[src/rtl/xmem_arbiter_pkg.sv]
// rtl/xmem_arbiter_pkg.sv - shared state/port encodings and pin-pattern helper for the external SRAM sequencer
package xmem_arbiter_pkg;

    localparam logic [2:0] IDLE = 3'd0;
    localparam logic [2:0] AL   = 3'd1;
    localparam logic [2:0] AH   = 3'd2;
    localparam logic [2:0] B0   = 3'd3;
    localparam logic [2:0] B1   = 3'd4;
    localparam logic [2:0] ACK  = 3'd5;

    localparam logic PORT_CPU = 1'b0;
    localparam logic PORT_DMA = 1'b1;

    typedef struct packed {
        logic [7:0] xd;
        logic       oe;
        logic       lal;
        logic       lah;
        logic       bh;
        logic       oeb;
        logic       web;
    } pins_t;

    localparam pins_t PINS_IDLE = '{xd: 8'h00, oe: 1'b0, lal: 1'b0, lah: 1'b0,
                                    bh: 1'b0, oeb: 1'b1, web: 1'b1};

    // Pin pattern held for the whole duration of a state.
    function automatic pins_t pins_for(input logic [2:0]  st,
                                       input logic        we,
                                       input logic [15:0] addr,
                                       input logic [15:0] wd);
        pins_t p;
        p = PINS_IDLE;
        case (st)
            AL: begin
                p.xd  = addr[7:0];
                p.oe  = 1'b1;
                p.lal = 1'b1;
            end
            AH: begin
                p.xd  = addr[15:8];
                p.oe  = 1'b1;
                p.lah = 1'b1;
            end
            B0: begin
                if (we) begin
                    p.xd  = wd[7:0];
                    p.oe  = 1'b1;
                    p.web = 1'b0;
                end else begin
                    p.oeb = 1'b0;
                end
            end
            B1: begin
                p.bh = 1'b1;
                if (we) begin
                    p.xd  = wd[15:8];
                    p.oe  = 1'b1;
                    p.web = 1'b0;
                end else begin
                    p.oeb = 1'b0;
                end
            end
            default: p = PINS_IDLE;
        endcase
        return p;
    endfunction

endpackage

[src/rtl/xmem_rr2.sv]
// rtl/xmem_rr2.sv - two-input round-robin picker; a tie goes to the port not served last
module xmem_rr2
    import xmem_arbiter_pkg::*;
(
    input  logic req0,
    input  logic req1,
    input  logic last,
    output logic grant,
    output logic valid
);

    assign valid = req0 | req1;
    assign grant = (req0 & req1) ? ~last : (req1 ? PORT_DMA : PORT_CPU);

endmodule

[src/rtl/xmem_arbiter.sv]
// rtl/xmem_arbiter.sv - two-port round-robin sequencer for the multiplexed 8-bit external SRAM bus
// XMEM_WAIT_EN: stretch each byte phase by WAITS cycles
module xmem_arbiter
    import xmem_arbiter_pkg::*;
#(
    parameter int unsigned WAITS = 0
) (
    input  logic        clk,
    input  logic        rst_n,
    input  logic        req0,
    input  logic        we0,
    input  logic [15:0] addr0,
    input  logic [15:0] wd0,
    output logic        ack0,
    output logic [15:0] rd0,
    input  logic        req1,
    input  logic        we1,
    input  logic [15:0] addr1,
    input  logic [15:0] wd1,
    output logic        ack1,
    output logic [15:0] rd1,
    output logic [7:0]  xd_out,
    output logic        xd_oe,
    input  logic [7:0]  xd_in,
    output logic        xlal,
    output logic        xlah,
    output logic        xbh,
    output logic        xoeb,
    output logic        xweb
);

    logic [2:0]  state, state_n;
    logic        port_q, port_n;
    logic        we_q, we_n;
    logic [15:0] addr_q, addr_n;
    logic [15:0] wd_q, wd_n;
    logic        last_q;
    logic [7:0]  lo_q;
    logic        gnt, gvalid;
    logic        b_last;
    pins_t       pins_q;

    xmem_rr2 u_rr2 (
        .req0  (req0),
        .req1  (req1),
        .last  (last_q),
        .grant (gnt),
        .valid (gvalid)
    );

`ifdef XMEM_WAIT_EN
    localparam int unsigned WCW = (WAITS < 1) ? 1 : $clog2(WAITS + 1);
    logic [WCW-1:0] wcnt;

    assign b_last = (wcnt == WCW'(WAITS));

    always_ff @(posedge clk or negedge rst_n) begin
        if (!rst_n) begin
            wcnt <= '0;
        end else if (((state == B0) || (state == B1)) && !b_last) begin
            wcnt <= wcnt + 1'b1;
        end else begin
            wcnt <= '0;
        end
    end
`else
    assign b_last = 1'b1;
`endif

    always_comb begin
        state_n = state;
        port_n  = port_q;
        we_n    = we_q;
        addr_n  = addr_q;
        wd_n    = wd_q;
        case (state)
            IDLE: begin
                if (gvalid) begin
                    state_n = AL;
                    port_n  = gnt;
                    if (gnt == PORT_DMA) begin
                        we_n   = we1;
                        addr_n = addr1;
                        wd_n   = wd1;
                    end else begin
                        we_n   = we0;
                        addr_n = addr0;
                        wd_n   = wd0;
                    end
                end
            end
            AL:      state_n = AH;
            AH:      state_n = B0;
            B0:      state_n = b_last ? B1 : B0;
            B1:      state_n = b_last ? ACK : B1;
            ACK:     state_n = IDLE;
            default: state_n = IDLE;
        endcase
    end

    // Pins and acks are computed from the next state so they line up with the state they describe.
    always_ff @(posedge clk or negedge rst_n) begin
        if (!rst_n) begin
            state  <= IDLE;
            port_q <= PORT_CPU;
            we_q   <= 1'b0;
            addr_q <= '0;
            wd_q   <= '0;
            last_q <= PORT_DMA;
            lo_q   <= '0;
            pins_q <= PINS_IDLE;
            ack0   <= 1'b0;
            ack1   <= 1'b0;
            rd0    <= '0;
            rd1    <= '0;
        end else begin
            state  <= state_n;
            port_q <= port_n;
            we_q   <= we_n;
            addr_q <= addr_n;
            wd_q   <= wd_n;
            pins_q <= pins_for(state_n, we_n, addr_n, wd_n);
            ack0   <= (state_n == ACK) && (port_n == PORT_CPU);
            ack1   <= (state_n == ACK) && (port_n == PORT_DMA);
            if ((state == B0) && b_last && !we_q) begin
                lo_q <= xd_in;
            end
            if ((state == B1) && b_last && !we_q) begin
                if (port_q == PORT_DMA) begin
                    rd1 <= {xd_in, lo_q};
                end else begin
                    rd0 <= {xd_in, lo_q};
                end
            end
            if (state == ACK) begin
                last_q <= port_q;
            end
        end
    end

    assign xd_out = pins_q.xd;
    assign xd_oe  = pins_q.oe;
    assign xlal   = pins_q.lal;
    assign xlah   = pins_q.lah;
    assign xbh    = pins_q.bh;
    assign xoeb   = pins_q.oeb;
    assign xweb   = pins_q.web;

endmodule

[config.mk]
export PLATFORM = sky130hd
export DESIGN_NAME = xmem_arbiter
export DESIGN_NICKNAME = d
export VERILOG_FILES = /design/src/rtl/xmem_arbiter_pkg.sv /design/src/rtl/xmem_rr2.sv /design/src/rtl/xmem_arbiter.sv
export SDC_FILE = /design/constraint.sdc
export NUM_CORES = 1
export LEC_CHECK = 0
export CAP_MARGIN = 10
export CORE_MARGIN = 2
export CORE_UTILIZATION = 41
export CTS_CLUSTER_SIZE = 28
export DETAILED_ROUTE_END_ITERATION = 8
export PLACE_DENSITY_LB_ADDON = 0.1
export SETUP_SLACK_MARGIN = 0.4
export SLEW_MARGIN = 10
export SYNTH_ARGS = -nofsm -noshare
export SYNTH_HDL_FRONTEND = slang
export SYNTH_SLANG_ARGS = --single-unit
[constraint.sdc]
create_clock -name clk -period 1.7 [get_ports clk]
set_input_delay 0.255 -clock clk [delete_from_list [all_inputs] [get_ports clk]]
set_output_delay 0.255 -clock clk [all_outputs]
set_load 0.1 [all_outputs]
### Yosys cells after proc, flatten, opt, wreduce, memory -nomap -nowiden

Index checks and enable logic that the tools add are counted.

* order comparisons: 0
* add/subtract/negate cells: 0
* reductions and logical operators: 9
* shift-type cells: 0
* muxes and demuxes: 24
* equal/unequal tests: 10
* bitwise gates (word level): 5
* div/mod/pow operators: 0
* multiply operators: 0

Operators with widths (number)
* 16-bit 2-to-1 mux: 6
* 9-bit one-hot mux with 4 select lines: 1
* 9-bit 2-to-1 mux: 2
* 3-bit one-hot mux with 5 select lines: 1
* 3-bit by 2-bit equality test with 1-bit output (second input constant): 4
* 3-bit equality test (second input constant): 4
* 1-bit 2-to-1 mux: 12
* 3-bit by 1-bit equality test with 1-bit output (second input constant): 2
* 1-bit logical AND: 4
* 2-bit AND reduction: 2
* 3-bit zero test: 1
* 3-bit 2-to-1 mux: 1
* 1-bit inverter: 3
* 2-bit 2-to-1 mux: 1
* 2-bit OR reduction: 1
* 1-bit bitwise AND: 1
* 1-bit zero test: 1
* 1-bit bitwise OR: 1

* memory bits (writable): 0
* output and inout port bits: 48
* input port bits: 78
* latch bits: 0
* memories: 0
* bits in read-only memories: 0
* word-level logic and storage cells: 66
* flip-flop bits (word level): 94

### Longest topological paths before layout

* word-level depth: 7
* depth in mapped cells: 6

### Modules after synthesis

From an unflattened synthesis, not the netlist that was laid out.

* cell total of the unflattened synthesis: 288
* area total of the unflattened synthesis: 3877.5 sq um

By module, submodules not included
* xmem_arbiter: seq. area each 2155.8 sq um, cells an instance 286, area each 3863.7 sq um, instances 1
* xmem_rr2: seq. area each 0.0 sq um, cells an instance 2, area each 13.8 sq um, instances 1

### Least setup slack after synthesis

OpenSTA, ideal clock, no wires.

* kind: register to register
* start point: register state[1]
* end point: register rd0[10]
* library setup time: 0.126 ns
* stages on the path, launching flop included: 7
* slack: -0.173 ns
* arrival: 1.746 ns
* period minus slack after synthesis: 1.873 ns
* data required time: 1.574 ns
* path buffers: 3
* cells stage by stage: dfrtp_1 > buf_6 > or3b_1 > buf_6 > nor3_4 > buf_12 > mux2_4

* word-level cells in the longest chain between the ends: 3

RTL lines
* start: declaration: RTL line xmem_arbiter.sv:32 `logic [2:0] state, state_n;`
* start signal: assignment: RTL line xmem_arbiter.sv:117 `state <= state_n;`
* 3-bit equality test: RTL line xmem_arbiter.sv:128 `if ((state == B1) && b_last && !we_q) begin`
* 1-bit logical AND: RTL line xmem_arbiter.sv:128
* 2-bit AND reduction (no line)
* end signal: assignment: RTL line xmem_arbiter.sv:132 `rd0 <= {xd_in, lo_q};`
* end: declaration: RTL line xmem_arbiter.sv:15 `output logic [15:0] rd0,`

No other way between the ends.
A chain may end at the register's enable or synchronous reset.

### Worst setup path after layout

* start point: register state[1]
* end point: register rd0[15]

The elaborated chain is that of the path after synthesis.

==> flow_metrics.env <==
export IMPL_finalSetupViolations=0
export IMPL_finalNetCount=496
export IMPL_async_flop_share_pct=100
export IMPL_cts_root_buf="clkbuf_8"
export IMPL_synth_edf_count=0
export IMPL_track_usage_pct=18.1
export IMPL_io_buffers=125
export IMPL_worstPathArrival_ps=1890
export IMPL_start_util_pct=42.2
export IMPL_gp_congestion=0.776
export IMPL_dieHeight_um=101
export IMPL_worst_ep_required_time_ps=1930
export IMPL_drc=0
export IMPL_fin_crit_sh_pct=97.7
export IMPL_syn_area_um2=3880
export IMPL_drive_gt1_share_pct=49.6
export IMPL_slew_violations=0
export IMPL_overflow=0
export IMPL_routedWlPerCell_um=17.4
export IMPL_die_area_um2=10300
export IMPL_drt_vias_per_instance=5.09
export IMPL_clk_path_buf_depth=2
export IMPL_worstHoldPathType="in2async"
export IMPL_fmax_ghz=0.602
export IMPL_grt_max_degree=33
export IMPL_ys_seq_area_share_pct=55.6
export IMPL_syn_inst=266
export IMPL_ys_warn_count=0
export IMPL_dp_hpwl_mm=6.41
export IMPL_via_count=2720
export IMPL_crit_path_max_fanout=16
export IMPL_drt_iter0_markers=68
export IMPL_design_area_um2=6640
export IMPL_yosys_register_bits=86
export IMPL_numCtsBuffers=9
export IMPL_post_route_util_pct=72.2
export IMPL_period_minus_slack_ps=1660
export IMPL_rsz0062_at_grt="true"
export IMPL_cap_violations=0
export IMPL_dieWidth_um=101
export IMPL_synth_nets=344
export IMPL_slew_limit_headroom_pct=72.8
export IMPL_ys_types=35
export IMPL_place_area_um2=5890
export IMPL_worstSkewPairLatency_ps=350
export IMPL_htree_levels=3
export IMPL_yosysTopAreaCellShare_pct=53.5
export IMPL_outcome="finished, final reports clean"
export IMPL_grt_pass1_vias=2779
export IMPL_critPathLaunchType="flop"
export IMPL_grt_pass1_wl_mm=14.2
export IMPL_fin_ws_ps=38.6
export IMPL_place_ws_ps=-184
export IMPL_routed_wl_mm=9.27
export IMPL_clock_skew_ps=13.1
export IMPL_end_kind="flop"
export IMPL_ios=126
export IMPL_firstDrtPassIters=4
export IMPL_diodes=0
export IMPL_core_area_um2=9200
export IMPL_synth_area_leaders="dfrtp_1, mux2_2, mux2_4, mux2i_1, dfstp_2"
export IMPL_syn_to_final_growth_pct=71.1
export IMPL_crit_type="reg2reg"
export IMPL_syn_area_per_cell_um2=14.6
export IMPL_drtAntennaViolNets=0
export IMPL_numClockSinks=86
export IMPL_yosysTopAreaCell="dfrtp_1"
export IMPL_cts_tree="done"
export IMPL_synthFlopType="dfrtp_1"
export IMPL_cts_clk_slew_worst_paths_ps=80
export IMPL_timing_worst_slew_pin_value_ps=407
export IMPL_hold_viol_final=0
export IMPL_antenna_found_initial=0
export IMPL_placementRows=35
## critical path, stage by stage (launching register included)
cell and delay (ps):
dfrtp_1 400, or3b_4 450, nor3_4 160, buf_12 200, mux2_2 340
## worst paths after layout
path | to | depth (start not counted) | slack [ps] | from
max in group asynchronous | xoeb | 3 | 760 | rst_n
setup reg to reg | rd0[15] | 4 | 40 | state[1]
hold reg to reg | xd_out[3] | 2 | 500 | wd_q[11]
setup / recovery | rd0[15] | 4 | 40 | state[1]
hold / removal | rd1[5] | 2 | 370 | rst_n
min in group clk | xd_out[3] | 2 | 500 | wd_q[11]
## timing repair
action / in CTS / in global routing
gates resized for setup: 27 / 49
pin swaps: 0 / 6
hold buffers: 1 / 0
endpoints found under the hold margin: 26 / 0
buffers inserted: 6 / 4
cloned: 1 / 4
setup endpoints to repair: 77 / 80
## kinds of logic after synthesis
group | after synthesis | share of synthesized area (%)
multiplexers | 91 | 27.8
AND/OR/NAND/NOR | 35 | 5.64
flip-flops | 86 | 55.6
buffers and inverters | 23 | 4.22
AO/OA/AOI/OAI | 30 | 6.51
XOR/XNOR | 1 | 0.226
## metal layers
metal | global-route usage, % | vias up | share of wire, %
met5 | 0 | - | 0
met4 | 6.86 | 0 | 1.3
met3 | 3.52 | 9 | 4.5
met2 | 30.9 | 79 | 51
met1 | 22.8 | 1362 | 43
li1 | - | 1270 | -
## cell usage after synthesis, types with 3 or more instances
library cell / instances
a2bb2oi_1: 8
a32oi_1: 8
buf_4: 3
buf_6: 4
clkbuf_1: 6
dfrtp_1: 83
dfstp_2: 3
mux2_2: 55
mux2_4: 20
mux2i_1: 16
nand2_1: 11
nand2b_1: 9
nor2_1: 4
o221ai_1: 8
## cell usage in the layout, fill, tap and decap left out, types with 2 or more instances in the layout
master           Yosys  routed
o21ai_2              1       3
inv_1                2       2
bufinv_16            0       3
a32oi_1              8       6
a2bb2oi_2            0       8
dfstp_2              3       3
mux2i_1             16      16
nand2_1             11      10
nor2_1               4       3
dfrtp_1             83      82
mux2_2              55      22
buf_8                0       2
o221ai_2             0       7
nand2b_1             9       9
buf_6                4       8
a32oi_2              0       2
buf_4                3      12
nor3_4               2       3
clkdlybuf4s50_1      0      76
nand3b_1             2       2
buf_12               2      58
mux2_4              20      53
clkbuf_8             0      10
clkbuf_16            0       2
## sequential cells by signal, summed over array words and instances, names as in the netlist, 3 cells and up
name	flops
wd_q	16
xd_out	8
rd0	16
rd1	16
addr_q	8
lo_q	8
state	3
## through the flow
stage | TNS (ps) | cells | hold WS (ps)
2_1_floorplan | -5150 | 266 | -40.6
3_3_place_gp | -3900 | 502 | 204
3_5_place_dp | -3990 | 502 | 209
4_1_cts | 0 | 526 | 367
5_1_grt | -49.2 | 534 | 394
6_report | 0 | 534 | 369
## cell type report
type                    count  area [um2]
inverters                   3        13.8
clock buffers              11         141
well taps                 111         139
flip-flops and latches     86        2160
fillers                   625        2560
multi-input cells         158        1860
repair buffers            160        2220
clock inverters             5         106
Power is left out: the tool's default activity adds up to more than one toggle a clock period on the data nets, which glitch-free logic cannot reach.
